$ cat src/rtl/naive_ntt.sv
// Direct O(N^2) 8-point number-theoretic transform over Z_q, one modular MAC per clock.
// Golden arithmetic reference: 64 RUN cycles per transform, results loaded together at the end.
module naive_ntt (
    input  logic        clk,
    input  logic        rst_n,
    input  logic        start,
    input  logic [63:0] data_in,
    input  logic [7:0]  omega,
    input  logic [7:0]  mod,
    output logic        busy,
    output logic        done,
    output logic [7:0]  o0,
    output logic [7:0]  o1,
    output logic [7:0]  o2,
    output logic [7:0]  o3,
    output logic [7:0]  o4,
    output logic [7:0]  o5,
    output logic [7:0]  o6,
    output logic [7:0]  o7
);

    typedef enum logic {IDLE, RUN} state_t;

    state_t      state, state_next;
    logic [63:0] x_r;
    logic [7:0]  omega_r;
    logic [7:0]  q_r;
    logic [2:0]  k, j;
    logic [7:0]  s, t, acc;
    logic [7:0]  res [8];

    logic [7:0]  x_j;
    logic [15:0] prod, ts, so;
    logic [16:0] acc_sum;
    logic [7:0]  acc_next, t_next, s_next, one_q;
    logic        last_term, last_all;

    // Full remainder; a zero modulus collapses every value to 0.
    function automatic logic [7:0] red(input logic [16:0] v, input logic [7:0] q);
        logic [16:0] r;
        if (q == 8'd0) begin
            r = 17'd0;
        end else begin
            r = v % {9'd0, q};
        end
        return r[7:0];
    endfunction

    always_comb begin
        x_j       = x_r[{j, 3'b000} +: 8];
        prod      = x_j * t;
        ts        = t * s;
        so        = s * omega_r;
        acc_sum   = {9'd0, acc} + {1'b0, prod};
        acc_next  = red(acc_sum, q_r);
        t_next    = red({1'b0, ts}, q_r);
        s_next    = red({1'b0, so}, q_r);
        one_q     = red(17'd1, q_r);
        last_term = (j == 3'd7);
        last_all  = last_term && (k == 3'd7);
    end

    always_comb begin
        state_next = state;
        case (state)
            IDLE:    if (start) state_next = RUN;
            RUN:     if (last_all) state_next = IDLE;
            default: state_next = IDLE;
        endcase
    end

    assign busy = (state == RUN);

    always_ff @(posedge clk or negedge rst_n) begin
        if (!rst_n) begin
            state <= IDLE;
        end else begin
            state <= state_next;
        end
    end

    always_ff @(posedge clk or negedge rst_n) begin
        if (!rst_n) begin
            x_r     <= '0;
            omega_r <= '0;
            q_r     <= '0;
            k       <= '0;
            j       <= '0;
            s       <= '0;
            t       <= '0;
            acc     <= '0;
            done    <= 1'b0;
            for (int i = 0; i < 8; i++) res[i] <= '0;
            {o7, o6, o5, o4, o3, o2, o1, o0} <= '0;
        end else begin
            done <= 1'b0;
            case (state)
                IDLE: begin
                    if (start) begin
                        x_r     <= data_in;
                        omega_r <= omega;
                        q_r     <= mod;
                        k       <= '0;
                        j       <= '0;
                        acc     <= '0;
                        s       <= red(17'd1, mod);
                        t       <= red(17'd1, mod);
                    end
                end
                RUN: begin
                    j   <= j + 3'd1;
                    acc <= acc_next;
                    t   <= t_next;
                    if (last_term) begin
                        // Close out X_k and step the twiddle base to omega^(k+1).
                        res[k] <= acc_next;
                        acc    <= '0;
                        t      <= one_q;
                        s      <= s_next;
                        k      <= k + 3'd1;
                    end
                    if (last_all) begin
                        o0   <= res[0];
                        o1   <= res[1];
                        o2   <= res[2];
                        o3   <= res[3];
                        o4   <= res[4];
                        o5   <= res[5];
                        o6   <= res[6];
                        o7   <= acc_next;
                        done <= 1'b1;
                    end
                end
                default: ;
            endcase
        end
    end

endmodule

$ cat config.mk
export PLATFORM = sky130hd
export DESIGN_NAME = naive_ntt
export DESIGN_NICKNAME = d
export VERILOG_FILES = /design/src/rtl/naive_ntt.sv
export SDC_FILE = /design/constraint.sdc
export NUM_CORES = 2
export LEC_CHECK = 0
export CELL_PAD_IN_SITES_DETAIL_PLACEMENT = 0
export CELL_PAD_IN_SITES_GLOBAL_PLACEMENT = 2
export CORE_ASPECT_RATIO = 1.4
export CORE_MARGIN = 4
export CORE_UTILIZATION = 43
export CTS_CLUSTER_SIZE = 16
export DETAILED_ROUTE_END_ITERATION = 10
export MAX_ROUTING_LAYER = met4
export PLACE_DENSITY = 0.95
export SETUP_SLACK_MARGIN = 0.4
export SKIP_CTS_REPAIR_TIMING = 1
export SLEW_MARGIN = 30
export SYNTH_ARGS = -nofsm -noshare
export SYNTH_HDL_FRONTEND = slang
export SYNTH_SLANG_ARGS = --single-unit
$ cat constraint.sdc
create_clock -name clk -period 117.5 [get_ports clk]
set_input_delay 11.75 -clock clk [delete_from_list [all_inputs] [get_ports clk]]
set_output_delay 11.75 -clock clk [all_outputs]
set_load 0.005 [all_outputs]
==> metrics.txt <==
clock insertion delay at the later pin of the skew report=560 ps; leading post-synthesis cells by cell area=ha_1 (16%), dfrtp_1 (12%), mux2_2 (6.2%); post-synthesis mux area share=9.10%; worst hold path type=reg2reg; residual DRC count=0; total clock sinks=232; result of the run=finished, final reports clean; buffering stage count on the worst path with inverters included=12; Die ar.=117000 um^2; # IOs=149; kind of start point of the critical path=flop; share of cells above drive strength 1=8.83%; top cell type's share of synthesized area=16.5%; number of port buffers=148; cell count after synthesis=6055; adder-cell share of the synthesized area=21.5%; sequential area share after synthesis=12.1%; Rows=144; achievable frequency=0.0214 GHz; die outline width=290 um; largest family of logic cells by synthesized area=compound AO/OA/AOI/OAI gates; Final #Nets=6978; flip-flop cell with the highest count after synthesis=dfrtp_1; sequential cell area in the final layout=5810 um^2; Area growth syn-to-layout=8.59%; compound-gate portion of the synthesized area=27.4%; clk slew on worst S/H paths=60 ps; maximum cell stage delay along the critical path=800 ps; slew of the pin with the lowest slew margin=1000 ps; wire length of the first global-routing pass=240 mm; Worst path most repeated cell=o21a_1; number of DRC markers after the initial detailed-route iteration=2364; GRT met1 Usage=28.1%; final non-filler cell total=7623; Cells after DPL=7576; Die Height=403 um; unique cell type count in the Yosys netlist=124; number of synthesized flops with an enable pin=0; cell accounting for the most synthesized area=ha_1; buffer levels on the longest clock path=3; family with the most delay on the worst path=compound AO/OA/AOI/OAI gates; largest fanout of any net on the critical path=23; Post-Place Setup Slack=70850 ps; Final min period=46710 ps; Post-DRT Antenna Nets=0; category of the critical setup timing path=reg2reg; Wirelength per Cell=19.7 um; number of filler cells placed in the layout=11000; final cycle utilization of the critical path=39.8%; pin count of the biggest net entering global routing=103; Final Hold Violating Endpoints=0; vias=46100; XOR/XNOR Fraction of Synth Area=4.85%; max-slew violation count=0; register bit count reported by yosys=232; detailed placement HPWL=121 mm; most frequent cells in the layout=ha_1 (632), nand2_1 (485), nor2_1 (474), a21oi_1 (400), o21ai_0 (347); RSZ-0062 raised after global routing=false; Yosys Warn Count=0; multi-input logic area=40400 um^2; max-capacitance violation count=0; number of global-route vias before repair=45700; root cell of the clock tree=clkbuf_16; met3 Track Usage GR=1.68%; area of the core=110000 um^2; leading cell type in the layout, fill and taps excluded=ha_1; drt total wl=150 mm; worst endpoint data arrival time=47100 ps; netlist area before placement=48000 um^2; GR Util met2=47.1%; CP Capture Type=flop; Total Routing Usage GR=25.2%; maximum level of the CTS H-tree=1; final-layout setup total negative slack=0 ps; Starting Density=43.5%; synthesized-area fraction occupied by and/or/nand/nor cells=21.3%; TritonCTS clock tree=done; busiest layer in global routing=met2; WP data required=117900 ps; final antenna diode count=0; Worst Setup Slack, final=70790 ps; final setup violating endpoints=0; via count normalized by instance count=6.05; global route overflow=0; headroom to the max-slew limit=31.6%; routability cong.=0.910; synthesized area per cell=7.93 um^2; Max stage delay cell, worst path=mux2i_1; Async S/R FF share, synth=100%; Final Skew=21.5 ps; number of buffers created by CTS=25; First-pass DRT Iterations=5; initial antenna violation count=2
==> cell type report <==
type,count,share of cell area [%]
Tap cell,1460,3.50
Sequential cell,232,11.1
Multi-Input combinational cell,5347,77.5
Inverter,328,2.37
Clock inverter,14,0.353
Clock buffer,32,1.33
Timing Repair Buffer,210,3.78
==> worst min-delay path: cells and delay by family (launching register included) <==
family | cells | cell delay (ps)
AND/OR/NAND/NOR | 1 | 40
flip-flops | 1 | 340
AO/OA/AOI/OAI | 1 | 60
==> Yosys cell counts (74+ instances only) <==
master    number
a21oi_1      402
nor2_1       474
nand2_1      485
xor2_1       108
a22o_1        74
dfrtp_1      232
mux2i_1      101
mux2_2       264
inv_1        327
nor3_1       246
nand3_1       96
ha_1         632
nand2b_1     127
o21a_1       242
xnor2_1      158
and2_1       136
o21ai_0      347
fa_1         119
a21o_1       213
o31ai_1       95
nor2b_1      102
clkbuf_1     115
==> logic make-up after synthesis <==
group,after synthesis
multiplexers,383
buffers and inverters,477
flip-flops,232
other,1
adder cells (fa/ha/maj),754
AO/OA/AOI/OAI,1917
XOR/XNOR,266
AND/OR/NAND/NOR,2025
==> per-layer routing <==
layer | part of all wire, % | routed length (um)
met5 | 0 | 0
met4 | 4.5 | 6720
met3 | 3.2 | 4840
met2 | 52 | 78300
met1 | 40 | 60300
==> sequential cells by signal (all words and copies together), names as in the netlist <==
name,count
o3,8
x_r,64
res,56
o7,8
o1,8
busy,1
done,1
omega_r,8
k,3
s,8
o6,8
o2,8
acc,8
q_r,8
j,3
o5,8
t,8
o0,8
o4,8
==> final timing paths <==
path	cells past startpoint	slack (ps)	startpoint	end
worst min register to register	2	480	res[18]	res[18]
worst min-delay path	2	480	res[18]	res[18]
worst max register to register	195	70790	j[0]	res[10]
max in group asynchronous	2	104760	rst_n	q_r[0]
min in group asynchronous	1	11210	rst_n	o4[2]
worst max-delay path	195	70790	j[0]	res[10]
==> through the flow <==
| step | hold slack, ps | utilization, % | area [um^2] |
|---|---|---|---|
| finish | 476 | 47.2 | 52100 |
| detailed placement | 465 | 46.4 | 51200 |
| CTS | 479 | 47.2 | 52100 |
| global route | 506 | 47.2 | 52100 |
| global placement | 455 | 46.4 | 51200 |
| floorplan | 444 | - | 48000 |
Power is left out: the tool's default activity adds up to more than one toggle a clock period on the data nets, which glitch-free logic cannot reach.
